File: src/rtl/alu_sequencer.sv
// alu_sequencer: multi-cycle controller between instruction issue and a shared
// combinational ALU. Evaluates ARM condition codes against an internal NZCV
// register, drives registered ALU operands for one or more beats, and returns
// one response per beat. LDM expands into one address beat per set list bit.
module alu_sequencer (
  input  logic        clk,
  input  logic        rst_n,
  input  logic        req_valid,
  output logic        req_ready,
  input  logic [3:0]  req_op,
  input  logic [3:0]  req_cond,
  input  logic        req_s,
  input  logic [31:0] req_a,
  input  logic [31:0] req_b,
  input  logic [15:0] req_reglist,
  output logic [31:0] alu_a,
  output logic [31:0] alu_b,
  output logic [3:0]  alu_ctrl,
  input  logic [31:0] alu_result,
  input  logic [3:0]  alu_flags,
  output logic        rsp_valid,
  input  logic        rsp_ready,
  output logic [31:0] rsp_result,
  output logic [3:0]  rsp_reg,
  output logic        rsp_last,
  output logic        rsp_skip,
  output logic        rsp_err,
  output logic [3:0]  flags
);

  localparam logic [3:0] OP_ADD = 4'b0000;
  localparam logic [3:0] OP_SUB = 4'b0001;
  localparam logic [3:0] OP_AND = 4'b0010;
  localparam logic [3:0] OP_ORR = 4'b0011;
  localparam logic [3:0] OP_EOR = 4'b0100;
  localparam logic [3:0] OP_MOV = 4'b0101;
  localparam logic [3:0] OP_CMP = 4'b0110;
  localparam logic [3:0] OP_LDR = 4'b1000;
  localparam logic [3:0] OP_STR = 4'b1001;
  localparam logic [3:0] OP_LDM = 4'b1010;

  typedef enum logic [1:0] {
    ST_IDLE = 2'b00,
    ST_EXEC = 2'b01,
    ST_RESP = 2'b10
  } state_t;

  // ARM condition check against NZCV; code 1111 behaves as AL.
  function automatic logic cond_pass(input logic [3:0] c, input logic [3:0] f);
    logic n, z, cf, v;
    n = f[3]; z = f[2]; cf = f[1]; v = f[0];
    case (c)
      4'b0000: cond_pass = z;
      4'b0001: cond_pass = ~z;
      4'b0010: cond_pass = cf;
      4'b0011: cond_pass = ~cf;
      4'b0100: cond_pass = n;
      4'b0101: cond_pass = ~n;
      4'b0110: cond_pass = v;
      4'b0111: cond_pass = ~v;
      4'b1000: cond_pass = cf & ~z;
      4'b1001: cond_pass = ~cf | z;
      4'b1010: cond_pass = (n == v);
      4'b1011: cond_pass = (n != v);
      4'b1100: cond_pass = ~z & (n == v);
      4'b1101: cond_pass = z | (n != v);
      default: cond_pass = 1'b1;
    endcase
  endfunction

  // Op codes with no ALU behaviour defined.
  function automatic logic op_is_err(input logic [3:0] op);
    case (op)
      OP_ADD, OP_SUB, OP_AND, OP_ORR, OP_EOR, OP_MOV, OP_CMP,
      OP_LDR, OP_STR, OP_LDM: op_is_err = 1'b0;
      default:                op_is_err = 1'b1;
    endcase
  endfunction

  // Whether the executed op writes the flag register.
  function automatic logic op_sets_flags(input logic [3:0] op, input logic s);
    case (op)
      OP_CMP: op_sets_flags = 1'b1;
      OP_ADD, OP_SUB, OP_AND, OP_ORR, OP_EOR, OP_MOV, OP_LDR: op_sets_flags = s;
      default: op_sets_flags = 1'b0;
    endcase
  endfunction

  // Index of the lowest set bit (0 when the list is empty).
  function automatic logic [3:0] lowest_bit(input logic [15:0] l);
    lowest_bit = 4'd0;
    for (int i = 15; i >= 0; i--) begin
      if (l[i]) lowest_bit = 4'(i);
    end
  endfunction

  state_t      state_r, state_nxt_s;
  logic [3:0]  op_r;
  logic        s_r;
  logic [15:0] list_r;
  logic [3:0]  beat_r;
  logic [3:0]  flags_r;
  logic [31:0] alu_a_r, alu_b_r;
  logic [3:0]  alu_ctrl_r;
  logic        req_ready_r, rsp_valid_r, rsp_last_r, rsp_skip_r, rsp_err_r;
  logic [31:0] rsp_result_r;
  logic [3:0]  rsp_reg_r;

  logic        accept_s, skip_s, err_s, more_s;
  logic [3:0]  idx_s;
  logic [15:0] list_nxt_s;

  assign idx_s      = lowest_bit(list_r);
  assign list_nxt_s = list_r & (list_r - 16'd1);

  // Next-state decode and request classification.
  always_comb begin
    state_nxt_s = state_r;
    accept_s    = 1'b0;
    err_s       = op_is_err(req_op);
    skip_s      = err_s | ~cond_pass(req_cond, flags_r) |
                  ((req_op == OP_LDM) & (req_reglist == 16'd0));
    more_s      = (op_r == OP_LDM) & (list_r != 16'd0) & ~rsp_skip_r;
    case (state_r)
      ST_IDLE: begin
        if (req_valid) begin
          accept_s = 1'b1;
          if (skip_s) state_nxt_s = ST_RESP;
          else        state_nxt_s = ST_EXEC;
        end else begin
          state_nxt_s = ST_IDLE;
        end
      end
      ST_EXEC: state_nxt_s = ST_RESP;
      ST_RESP: begin
        if (rsp_ready) begin
          if (more_s) state_nxt_s = ST_EXEC;
          else        state_nxt_s = ST_IDLE;
        end else begin
          state_nxt_s = ST_RESP;
        end
      end
      default: state_nxt_s = ST_IDLE;
    endcase
  end

  // State register.
  always_ff @(posedge clk or negedge rst_n) begin
    if (!rst_n) state_r <= ST_IDLE;
    else        state_r <= state_nxt_s;
  end

  // Request capture, ALU operand drive, response and flag registers.
  always_ff @(posedge clk or negedge rst_n) begin
    if (!rst_n) begin
      op_r         <= 4'd0;
      s_r          <= 1'b0;
      list_r       <= 16'd0;
      beat_r       <= 4'd0;
      flags_r      <= 4'd0;
      alu_a_r      <= 32'd0;
      alu_b_r      <= 32'd0;
      alu_ctrl_r   <= 4'd0;
      req_ready_r  <= 1'b1;
      rsp_valid_r  <= 1'b0;
      rsp_result_r <= 32'd0;
      rsp_reg_r    <= 4'd0;
      rsp_last_r   <= 1'b0;
      rsp_skip_r   <= 1'b0;
      rsp_err_r    <= 1'b0;
    end else begin
      case (state_r)
        ST_IDLE: begin
          if (accept_s) begin
            op_r        <= req_op;
            s_r         <= req_s;
            beat_r      <= 4'd0;
            req_ready_r <= 1'b0;
            if (skip_s) begin
              list_r       <= 16'd0;
              rsp_valid_r  <= 1'b1;
              rsp_result_r <= 32'd0;
              rsp_reg_r    <= 4'd0;
              rsp_last_r   <= 1'b1;
              rsp_skip_r   <= 1'b1;
              rsp_err_r    <= err_s;
            end else begin
              list_r     <= req_reglist;
              alu_a_r    <= req_a;
              alu_b_r    <= (req_op == OP_LDM) ? 32'd0 : req_b;
              alu_ctrl_r <= req_op;
            end
          end
        end
        ST_EXEC: begin
          rsp_valid_r  <= 1'b1;
          rsp_result_r <= alu_result;
          rsp_skip_r   <= 1'b0;
          rsp_err_r    <= 1'b0;
          if (op_r == OP_LDM) begin
            rsp_reg_r  <= idx_s;
            list_r     <= list_nxt_s;
            rsp_last_r <= (list_nxt_s == 16'd0);
          end else begin
            rsp_reg_r  <= 4'd0;
            list_r     <= 16'd0;
            rsp_last_r <= 1'b1;
          end
          if (op_sets_flags(op_r, s_r)) flags_r <= alu_flags;
        end
        ST_RESP: begin
          if (rsp_ready) begin
            rsp_valid_r <= 1'b0;
            if (more_s) begin
              // Next LDM beat: offset is 4 * beat index.
              beat_r  <= beat_r + 4'd1;
              alu_b_r <= {26'd0, beat_r + 4'd1, 2'b00};
            end else begin
              req_ready_r <= 1'b1;
            end
          end
        end
        default: begin
          req_ready_r <= 1'b1;
          rsp_valid_r <= 1'b0;
        end
      endcase
    end
  end

  assign req_ready  = req_ready_r;
  assign alu_a      = alu_a_r;
  assign alu_b      = alu_b_r;
  assign alu_ctrl   = alu_ctrl_r;
  assign rsp_valid  = rsp_valid_r;
  assign rsp_result = rsp_result_r;
  assign rsp_reg    = rsp_reg_r;
  assign rsp_last   = rsp_last_r;
  assign rsp_skip   = rsp_skip_r;
  assign rsp_err    = rsp_err_r;
  assign flags      = flags_r;

endmodule

File: config.mk
export PLATFORM = sky130hd
export DESIGN_NAME = alu_sequencer
export DESIGN_NICKNAME = d
export VERILOG_FILES = /design/src/rtl/alu_sequencer.sv
export SDC_FILE = /design/constraint.sdc
export NUM_CORES = 1
export LEC_CHECK = 0
export ABC_CLOCK_PERIOD_IN_PS = 3200
export CAP_MARGIN = 20
export CORE_ASPECT_RATIO = 1.1
export CORE_UTILIZATION = 38
export DETAILED_ROUTE_END_ITERATION = 8
export DONT_BUFFER_PORTS = 1
export HOLD_SLACK_MARGIN = 0.05
export PLACE_DENSITY = 0.62
export RECOVER_POWER = 25
export SETUP_SLACK_MARGIN = 0.1
export SYNTH_ARGS = -nofsm -noshare
export SYNTH_HDL_FRONTEND = slang
export SYNTH_SLANG_ARGS = --single-unit
File: constraint.sdc
create_clock -name clk -period 3.2 [get_ports clk]
set_clock_uncertainty 0.2 [all_clocks]
set_input_delay 0.64 -clock clk [delete_from_list [all_inputs] [get_ports clk]]
set_output_delay 0.64 -clock clk [all_outputs]
set_load 0.01 [all_outputs]
==> qor.yml <==
grt:
  grt_pass1_vias: 4219
  grt_max_degree: 141
  track_usage: 0.169
  antenna_found_initial: 0
  gr-total-overflow: 0
  grt_pass1_wl_um: 22400
finish:
  num-nets-final: 665
  drive_gt1_frac: 0.164
  diodes: 0
  fill_cells: 1491
  area_delta_synth_final_pct: 11.7
yosys:
  synth_edf_count: 0
  ys_types: 60
  ys_seq_elements: 140
  yosysWarningCount: 0
  ys_top_cells_by_area: "dfrtp_1, mux2_4, a22o_1, mux2i_1, nand2_1"
  synth_area_sq_mm: 0.00637
  netlist_instances: 540
  yosysTopAreaCell: "dfrtp_1"
  ys_seq_area_frac: 0.550
  ys.flop_type: "dfrtp_1"
  async_flop_share: 1.00
  avgSynthCellArea_sq_um: 11.8
  syn_nets: 670
  yosysTopAreaCellShare: 0.546
floorplan:
  die_h_um: 138
  core_region_area_sq_mm: 0.0164
  start_util: 0.389
  dieArea_sq_mm: 0.0173
  rows: 49
  die_w_um: 125
  ios: 242
pwr:
  power_density_mw_per_mm2: 1080
  max-vdd-ir-drop_v: 0.000493
  power.leakage_nw: 3.19
min_path:
  min_path_type: "input pin to asynchronous set/reset pin"
sta:
  rsz0062_at_grt: "no"
  slew_viol_final: 0
  hold_violations: 140
  max_clock_freq_ghz: 0.364
  finalCriticalPeriod_ns: 2.75
  whs_ns: -0.274
  tns_ns: 0
  slew_headroom: 0.280
  setup_viol: 0
  fin_ws_ns: 0.453
  fin_crit_sh: 0.858
  worstMarginPinSlew_ns: 1.08
critical_path:
  cp-startpoint: "flags[3]"
  arrival_ns: 2.89
  critPathCapture: "rsp_result[28]"
  worstSetupPathType: "flop to flop"
  worstPathMaxFanout: 26
  regToRegSetupSlack_ns: 0.45
  reg2reg_depth: 7
  r2r-start: "flags[3]"
  reg2reg_to: "rsp_result[28]"
  required_ns: 3.34
  cp-start-kind: "flop"
  end_kind: "flop"
clock_network:
  numCtsBuffers: 17
  clockRootBuffer: "clkbuf_16"
  cts_tree: "built"
  clock_latency_ns: 0.41
  cts_setup_buffers: 0
  clk_path_buf_depth: 2
  numClockSinks: 140
  cts.clk_slew.worst_paths_ns: 0.06
  htree_levels: 4
place:
  preCtsSetupSlack_ns: 0.302
  dp_hpwl_um: 10300
  place_congestion: 0.864
  portBuffers: 0
route:
  first_pass_iters: 6
  via_count: 4165
  viasPerCell: 5.54
  wl_per_cell_um: 19.6
  drt-total-wl_um: 14700
  ant_nets: 0
  dr.first_iter.drc_count: 318
  post-route-drc-count: 12
run:
  maxCapViolCount: 0
run_status:
  outcome: "finished, violations left"
  violations: "DRC, hold timing"
report_power, final:
group | switching, W | leakage [nW] | internal (W) | total (W)
Combinational | 0.00102 | 1.14 | 0.00110 | 0.00212
Sequential | 0.00105 | 1.77 | 0.00255 | 0.00360
Clock | 0.000773 | 0.276 | 0.00117 | 0.00194
Total | 0.00285 | 3.19 | 0.00482 | 0.00767
per-stage QoR:
stage | instance area (sq um) | power [W] | std cells | hold slack [ns] | util
after floorplan | 6370 | 0.00522 | 540 | 0.144 | -
after global placement | 6530 | 0.00564 | 720 | 0.148 | 0.399
after detailed placement | 6530 | 0.00575 | 720 | 0.148 | 0.399
after CTS | 7110 | 0.00774 | 752 | -0.302 | 0.434
after global routing | 7110 | 0.00814 | 752 | -0.309 | 0.434
final | 7110 | 0.00767 | 752 | -0.274 | 0.434
Yosys cell counts, drive strengths merged (2+ instances only):
master   count
dfrtp      139
nor2b        2
a2bb2oi      2
inv         40
a31oi        3
nand2       66
or4          2
mux2i       32
a211oi       2
xnor2        3
nand2b       4
a32o         3
nand3        7
clkbuf      17
nor2        26
mux2        42
a21boi       3
maj3         3
o21a         2
a21oi        9
buf         13
nor4         8
a22o        47
or3          2
o21ai       18
o2bb2ai      3
o22ai        3
nor3         9
o21bai       2
nand4        7
repair_timing:
action | CTS | global route
resized for setup | 0 | 0
hold endpoints to repair | 140 | 140
endpoints found under the setup margin | 0 | 0
cell usage in the layout (no fill, tap or decap), types with 4 or more instances in the layout:
cell type / Yosys / routed
a21oi_1: 9 / 9
a22o_1: 47 / 47
clkbuf_16: 0 / 17
clkinvlp_4: 0 / 4
dfrtp_1: 139 / 139
inv_1: 40 / 40
mux2_1: 4 / 4
mux2_2: 8 / 8
mux2_4: 30 / 30
mux2i_1: 32 / 32
nand2_1: 66 / 66
nand2b_1: 4 / 4
nand3_1: 7 / 7
nand4_1: 7 / 7
nor2_1: 25 / 24
nor3_1: 9 / 9
nor4_1: 6 / 6
o21ai_0: 16 / 16
worst min-delay path by stage:
stage	from	to	cells after the start
floorplan	rst_n	alu_a[0]	0
global placement	rst_n	flags[0]	0
detailed placement	rst_n	flags[0]	0
CTS	rst_n	alu_b[21]	0
global route	rst_n	alu_b[21]	0
finish	rst_n	flags[0]	0
metal layers:
metal / track usage / part of all wire / wire [um]
met5: 0 / 0 / 0
met4: 0.0569 / 0.012 / 175
met3: 0.0808 / 0.087 / 1280
met2: 0.272 / 0.49 / 7250
met1: 0.198 / 0.41 / 6000
logic make-up after synthesis:
group,count (synthesis),share of synthesized area
AOI/OAI and AO/OA,107,0.135
xor gates and xnor gates,4,0.00550
adders and majority gates,4,0.00668
buffers and inverters,70,0.0525
DFF,140,0.550
muxes,75,0.146
and+or+nand+nor,140,0.104
cell type report:
| type | count | area (sq um) | share of cell area |
|---|---|---|---|
| inverters | 40 | 150 | 0.0211 |
| multi-input cells | 330 | 2530 | 0.357 |
| clock buffers | 19 | 443 | 0.0623 |
| flip-flops and latches | 140 | 3500 | 0.493 |
| well taps | 204 | 255 | 0.0359 |
| repair buffers | 6 | 82.6 | 0.0116 |
| clock inverters | 13 | 140 | 0.0197 |
worst max-delay path, stage by stage, from the launching register on:
cell,delay [ns]
dfrtp_1,0.45
xnor2_1,0.20
nor3b_1,0.17
o311ai_2,0.41
a311oi_2,0.22
nor2_2,0.62
buf_12,0.25
a22o_1,0.15
No activity file was read; power rests on OpenSTA's default activity.
